===== src/rtl/usb_utmi_pkg.sv =====
// Shared UTMI encodings, link-state enum and timing helper for the FS device link controller.
package usb_utmi_pkg;

  // UTMI line_state encodings, {DM,DP}
  localparam logic [1:0] LS_SE0 = 2'b00;
  localparam logic [1:0] LS_J   = 2'b01;
  localparam logic [1:0] LS_K   = 2'b10;
  localparam logic [1:0] LS_SE1 = 2'b11;

  // UTMI op_mode encodings
  localparam logic [1:0] OPM_NORMAL = 2'b00;
  localparam logic [1:0] OPM_NODRV  = 2'b01;
  localparam logic [1:0] OPM_RAW    = 2'b10;

  typedef enum logic [2:0] {
    DETACHED,
    CONNECT,
    ACTIVE,
    BUS_RESET,
    SUSPEND,
    RWAKE,
    HOST_RESUME
  } usb_line_state_t;

  // Converts a clock frequency and a num/den ratio into a cycle count using
  // 64-bit intermediates so large clocks do not overflow the product.
  function automatic int scale_ticks(input longint hz, input longint num, input longint den);
    scale_ticks = int'((hz * num) / den);
  endfunction

endpackage


===== src/rtl/usb_line_timer.sv =====
// Saturating up-counter with synchronous clear, shared by every timed link state.
module usb_line_timer #(
  parameter int W = 18
) (
  input  logic         clk,
  input  logic         rst,
  input  logic         clr,
  output logic [W-1:0] cnt
);

  // Count up every cycle, restart on clear, and hold once all ones is reached.
  always_ff @(posedge clk or negedge rst) begin
    if (!rst) begin
      cnt <= '0;
    end else if (clr) begin
      cnt <= '0;
    end else if (cnt != '1) begin
      cnt <= cnt + 1'b1;
    end
  end

endmodule


===== src/rtl/usb_line_ctrl.sv =====
// FS device link-state controller: sequences attach, bus reset, suspend,
// host resume and remote wakeup, driving the UTM and the DP pull-up.
module usb_line_ctrl
  import usb_utmi_pkg::*;
#(
  parameter int CLK_FREQ_HZ      = 48_000_000,
  parameter int CONNECT_DELAY_US = 10
) (
  input  logic       clk,
  input  logic       rst,
  input  logic       enable,
  input  logic [1:0] line_state,
  input  logic       rx_active,
  input  logic       tx_valid,
  input  logic       remote_wakeup_req,
  output logic       pu,
  output logic       suspend_m,
  output logic [1:0] op_mode,
  output logic       drive_k,
  output logic       usb_reset,
  output logic       suspended,
  output logic       resumed
);

  localparam int T_RST  = scale_ticks(longint'(CLK_FREQ_HZ), 64'sd1, 64'sd400_000);
  localparam int T_SUSP = scale_ticks(longint'(CLK_FREQ_HZ), 64'sd3, 64'sd1_000);
  localparam int T_RWK  = scale_ticks(longint'(CLK_FREQ_HZ), 64'sd5, 64'sd1_000);
  localparam int T_K    = scale_ticks(longint'(CLK_FREQ_HZ), 64'sd2, 64'sd1_000);
  localparam int T_CON  = scale_ticks(longint'(CLK_FREQ_HZ), longint'(CONNECT_DELAY_US), 64'sd1_000_000);
  localparam int TW     = $clog2(T_RWK + 1);

  // After a line edge the timer reads 0 one cycle into the new level, so a
  // level has been held for (timer + 2) cycles when it is evaluated.
  localparam logic [TW-1:0] RST_HELD  = TW'(T_RST - 2);
  localparam logic [TW-1:0] SUSP_HELD = TW'(T_SUSP - 2);
  localparam logic [TW-1:0] RWK_DONE  = TW'(T_RWK);
  localparam logic [TW-1:0] K_DONE    = TW'(T_K - 1);
  localparam logic [TW-1:0] CON_DONE  = TW'(T_CON - 1);

  usb_line_state_t state;
  usb_line_state_t state_next;

  logic [1:0]    ls_prev;
  logic          line_changed;
  logic          se0_held;
  logic          idle_held;
  logic          wake_pend;
  logic          timer_clr;
  logic [TW-1:0] timer_cnt;

  logic          pu_next;
  logic          suspend_m_next;
  logic [1:0]    op_mode_next;
  logic          drive_k_next;
  logic          usb_reset_next;
  logic          suspended_next;
  logic          resumed_next;

  usb_line_timer #(
    .W (TW)
  ) u_timer (
    .clk (clk),
    .rst (rst),
    .clr (timer_clr),
    .cnt (timer_cnt)
  );

  assign line_changed = (line_state != ls_prev);

  // SE1 is neither SE0 nor J, so it breaks both the reset and the idle qualifiers.
  assign se0_held  = (line_state == LS_SE0) && !line_changed && (timer_cnt >= RST_HELD);
  assign idle_held = (line_state == LS_J) && !line_changed && !rx_active && !tx_valid &&
                     (timer_cnt >= SUSP_HELD);

  // Next-state selection, timer clear and the output values for the state being entered.
  always_comb begin
    state_next     = state;
    resumed_next   = 1'b0;
    pu_next        = 1'b1;
    suspend_m_next = 1'b1;
    op_mode_next   = OPM_NODRV;
    drive_k_next   = 1'b0;
    usb_reset_next = 1'b0;
    suspended_next = 1'b0;
    timer_clr      = 1'b0;

    case (state)
      DETACHED: begin
        if (enable) state_next = CONNECT;
      end
      CONNECT: begin
        if (timer_cnt == CON_DONE) state_next = ACTIVE;
      end
      ACTIVE: begin
        if (se0_held) begin
          state_next = BUS_RESET;
        end else if (idle_held) begin
          state_next = SUSPEND;
        end
      end
      BUS_RESET: begin
        if (line_state != LS_SE0) state_next = ACTIVE;
      end
      SUSPEND: begin
        if (line_state != LS_J) begin
          state_next = HOST_RESUME;
        end else if ((wake_pend || remote_wakeup_req) && (timer_cnt >= RWK_DONE)) begin
          state_next = RWAKE;
        end
      end
      RWAKE: begin
        if (timer_cnt >= K_DONE) state_next = HOST_RESUME;
      end
      HOST_RESUME: begin
        if (line_state == LS_J) begin
          state_next   = ACTIVE;
          resumed_next = 1'b1;
        end else if (se0_held) begin
          state_next = BUS_RESET;
        end
      end
      default: state_next = DETACHED;
    endcase

    if (!enable) begin
      state_next   = DETACHED;
      resumed_next = 1'b0;
    end

    // While we drive K ourselves the echoed line edges must not stretch the K pulse.
    timer_clr = (state_next != state) ||
                (line_changed && (state != RWAKE)) ||
                ((state == ACTIVE) && (rx_active || tx_valid));

    case (state_next)
      DETACHED: begin
        pu_next = 1'b0;
      end
      CONNECT: begin
        pu_next = 1'b0;
      end
      ACTIVE: begin
        op_mode_next = OPM_NORMAL;
      end
      BUS_RESET: begin
        op_mode_next   = OPM_NORMAL;
        usb_reset_next = 1'b1;
      end
      SUSPEND: begin
        suspend_m_next = 1'b0;
        suspended_next = 1'b1;
      end
      RWAKE: begin
        op_mode_next = OPM_RAW;
        drive_k_next = 1'b1;
      end
      HOST_RESUME: begin
        op_mode_next = OPM_NODRV;
      end
      default: begin
        pu_next = 1'b0;
      end
    endcase
  end

  // Link-state register.
  always_ff @(posedge clk or negedge rst) begin
    if (!rst) begin
      state <= DETACHED;
    end else begin
      state <= state_next;
    end
  end

  // Registered outputs follow the state being entered so they change with the state.
  always_ff @(posedge clk or negedge rst) begin
    if (!rst) begin
      pu        <= 1'b0;
      suspend_m <= 1'b1;
      op_mode   <= OPM_NODRV;
      drive_k   <= 1'b0;
      usb_reset <= 1'b0;
      suspended <= 1'b0;
      resumed   <= 1'b0;
    end else begin
      pu        <= pu_next;
      suspend_m <= suspend_m_next;
      op_mode   <= op_mode_next;
      drive_k   <= drive_k_next;
      usb_reset <= usb_reset_next;
      suspended <= suspended_next;
      resumed   <= resumed_next;
    end
  end

  // Previous line level for edge detection, and the wakeup latch that only lives inside SUSPEND.
  always_ff @(posedge clk or negedge rst) begin
    if (!rst) begin
      ls_prev   <= LS_SE0;
      wake_pend <= 1'b0;
    end else begin
      ls_prev <= line_state;
      if ((state == SUSPEND) && (state_next == SUSPEND)) begin
        wake_pend <= wake_pend || remote_wakeup_req;
      end else begin
        wake_pend <= 1'b0;
      end
    end
  end

endmodule


===== config.mk =====
export PLATFORM = sky130hd
export DESIGN_NAME = usb_line_ctrl
export DESIGN_NICKNAME = d
export VERILOG_FILES = /design/src/rtl/usb_utmi_pkg.sv /design/src/rtl/usb_line_timer.sv /design/src/rtl/usb_line_ctrl.sv
export SDC_FILE = /design/constraint.sdc
export NUM_CORES = 1
export LEC_CHECK = 0
export CORE_MARGIN = 5
export CORE_UTILIZATION = 52
export CTS_CLUSTER_DIAMETER = 40
export DETAILED_ROUTE_END_ITERATION = 8
export PLACE_DENSITY = 0.72
export RECOVER_POWER = 50
export SLEW_MARGIN = 20
export SYNTH_ARGS = -nofsm -noshare
export SYNTH_HDL_FRONTEND = slang
export SYNTH_SLANG_ARGS = --single-unit

===== constraint.sdc =====
create_clock -name clk -period 7.3 [get_ports clk]
set_input_delay 1.46 -clock clk [delete_from_list [all_inputs] [get_ports clk]]
set_output_delay 1.46 -clock clk [all_outputs]
set_load 0.01 [all_outputs]

==> results.toml <==
[outcome]
status = "finished with violations"
violations = "max-capacitance violations, max-slew violations"

[die]
coreArea_sq_um = 3610
die_h_um = 70.4
dieArea_sq_um = 4950
die_w_um = 70.4
ios = 16
start_util_pct = 52.5
num_rows = 22

[setup_path]
cp.arrival_ns = 4.07
path_class = "input port to register"
end_kind = "register"
critPathMaxFanout = 18
reg2reg_depth = 7
reg2reg_to = "u_timer.cnt[6]"
critPathRequiredTime_ns = 7.44
reg2reg_from = "u_timer.cnt[16]"
start_kind = "input port"
r2r_slack_ns = 4.52

[finish]
nets = 239
syn2layout_area_growth_pct = 15.0
antennaDiodeCount = 0
n_fill_cell = 321
final_cell_area_sq_um = 2180
stdcell_count = 278
drive_above_1_share_pct = 7.39

[place]
numPortBuffers = 15
place_inst = 270
placed_area_sq_um = 2060
dpl.hpwl_um = 2900
place_congestion = 0.920

[clock_tree]
cts_resized = 0
tritoncts = "done"
cts_sinks = 31
cts_root_buf = "clkbuf_8"
cts_buffers = 5
path_clk_slew_ns = 0.06
cts_hold_buf = 0
htree_levels = 2
cts_buffer_depth = 2
insertion_delay_ns = 0.28
postCtsSetupBuffers = 0

[power]
max-vdd-ir-drop_uv = 111
p_sw_uw = 76.7
p_per_area_nw_per_um2 = 169
clockPowerShare_pct = 47.1
power_leakage_nw = 0.859
pwr-share-comb_pct = 5.2
total_power_uw = 367
p_int_uw = 291
power_frac_seq_pct = 47.7
switching_share_pct = 20.9

[synth]
yosysSeqAreaShare_pct = 41.1
synth_ff_type = "dfrtp_1"
synth_nets = 225
synth_edf_count = 0
postSynthAreaPerCell_sq_um = 8.81
netlist_area_sq_um = 1890
yosysTopAreaCellShare_pct = 38.3
yosysWarnings = 0
synth-async-reset-ratio_pct = 100
synth_cell_types = 46
ys_ff_latch = 31
synth.area.top_cells = "dfrtp_1 (38%), nor2_1 (6.5%), xnor2_1 (4.6%)"
yosys.area.top_type = "dfrtp_1"
syn-instance-count = 215

[worst_hold_path]
whs_endpoint = "u_timer.cnt[0]"
hold_path_class = "register to register"
hold_path_startpoint = "u_timer.cnt[0]"
holdPathStages = 2

[global_route]
grt_usage_pct = 19.0
grt_pass1_vias = 1590
antenna_found_initial = 0
grt_max_degree = 32
grt_first_pass_wirelength_um = 7530
grt_overflow_total = 0

[sta]
fmaxAchievable_mhz = 254
tightest_slew_ns = 1.63
slew_violations = 32
final.setup.tns_ns = 0
skew_ns = 0.00216
finalCritPeriodShare_pct = 53.8
period_minus_slack_ns = 3.93
setup_viol_count_final = 0
rsz0062_at_grt = "false"
relSlewSlack_pct = -8.42
hold_viol = 0

[detailed_routing]
dr.pass1.iters = 4
totalWireLength_um = 4150
num_vias = 1624
route.detailed.drc = 0
avgViaCountPerCell = 5.84
wl_per_cell_um = 14.9
first_iter_violations = 127
final_antenna_net_count = 0

[flow_run]
max-cap-violations = 1
-- routing by layer --
metal	GRT usage, %	vias to the layer above	part of all wire (%)
li1	-	813	-
met1	26.1	775	49
met4	7.66	0	2.1
met3	5.04	9	4.6
met2	28.3	27	45
met5	0	-	0
-- per-stage QoR --
| step | hold WS [ns] | worst slack, ns | util, % |
|---|---|---|---|
| after floorplan | 0.553 | 4.10 | - |
| after global placement | 0.584 | 3.21 | 57.3 |
| after detailed placement | 0.583 | 3.19 | 57.3 |
| after CTS | 0.601 | 3.49 | 60.5 |
| after global routing | 0.658 | 3.22 | 60.4 |
| final | 0.604 | 3.37 | 60.4 |
-- state kept, by name, indices dropped and copies added, names as in the netlist --
register,flops
suspend_m,1
u_timer.cnt,18
usb_reset,1
resumed,1
suspended,1
pu,1
op_mode,1
state,3
wake_pend,1
drive_k,1
ls_prev,2
-- area by class of cell --
| cell class | count | area (sq um) | share of cell area, % |
|---|---|---|---|
| clock buffers | 6 | 82.6 | 3.79 |
| clock inverters | 2 | 35.0 | 1.61 |
| inverters | 6 | 22.5 | 1.03 |
| multi-input cells | 169 | 1050 | 48.0 |
| flip-flops and latches | 31 | 778 | 35.7 |
| well taps | 48 | 60.1 | 2.76 |
| repair buffers | 16 | 154 | 7.06 |
-- cell families (layout without fill, tap and decap cells) --
family	count (synthesis)	after routing	share of synthesized area, %
and+or+nand+nor	113	113	31.7
AOI/OAI and AO/OA	39	39	15.2
DFF	31	31	41.1
buffers and inverters	15	30	3.70
xor gates and xnor gates	14	14	6.47
adders and majority gates	2	2	1.32
muxes	1	1	0.528
-- cell usage after synthesis (all sizes together), types with 2 or more instances --
master and number:
nor2 33, dfstp 2, o211ai 3, xnor2 10, o2111ai 2, ha 2, nor4 2, nand2 14
or3 2, a211oi 4, or4 5, nand3b 3, a211o 2, o31ai 4, nand2b 3, a21oi 8
inv 6, nand3 13, dfrtp 29, clkbuf 5, nand4 8, nor3 15, o32ai 2, o21ai 7
nor2b 3, xor2 4, buf 4, and3 8
-- cell usage in the layout (no fill, tap or decap), drive strengths merged, types with 3 or more instances in the layout --
master	count
clkbuf	7
nand2	14
o31ai	4
a211oi	4
and3	8
o21ai	7
nand3b	3
xor2	4
or4	5
o211ai	3
clkdlybuf4s50	11
nand4	8
xnor2	10
a21oi	8
nor3	15
nor2	33
dfrtp	29
inv	6
dlygate4sd3	4
nand3	13
nand2b	3
nor2b	3
-- power groups by stage --
| stage | combinational, mW | clock [mW] | sequential [mW] |
|---|---|---|---|
| floorplan | 0.0104 | 0 | 0.177 |
| global placement | 0.0199 | 0 | 0.178 |
| detailed placement | 0.0200 | 0 | 0.178 |
| CTS | 0.0201 | 0.179 | 0.175 |
| global route | 0.0215 | 0.189 | 0.175 |
| finish | 0.0192 | 0.173 | 0.175 |
-- worst max-delay path, stage by stage --
cell and delay, ns:
dlygate4sd3_1 0.62, or4_1 0.65, nor3_1 0.17, o31ai_1 0.10
nand3b_1 0.15, nor4_2 0.08, o31ai_4 0.70, nor2_1 0.13
-- worst max-delay path by stage --
stage | from | end | slack [ns] | cells past startpoint
2_1_floorplan | line_state[0] | u_timer.cnt[12] | 4.10 | 8
6_report | line_state[0] | u_timer.cnt[6] | 3.37 | 8
5_1_grt | line_state[1] | u_timer.cnt[11] | 3.22 | 8
4_1_cts | line_state[0] | u_timer.cnt[6] | 3.49 | 8
3_5_place_dp | line_state[0] | u_timer.cnt[1] | 3.19 | 8
3_3_place_gp | line_state[0] | u_timer.cnt[3] | 3.21 | 8
Power figures use the tool's default switching activity.
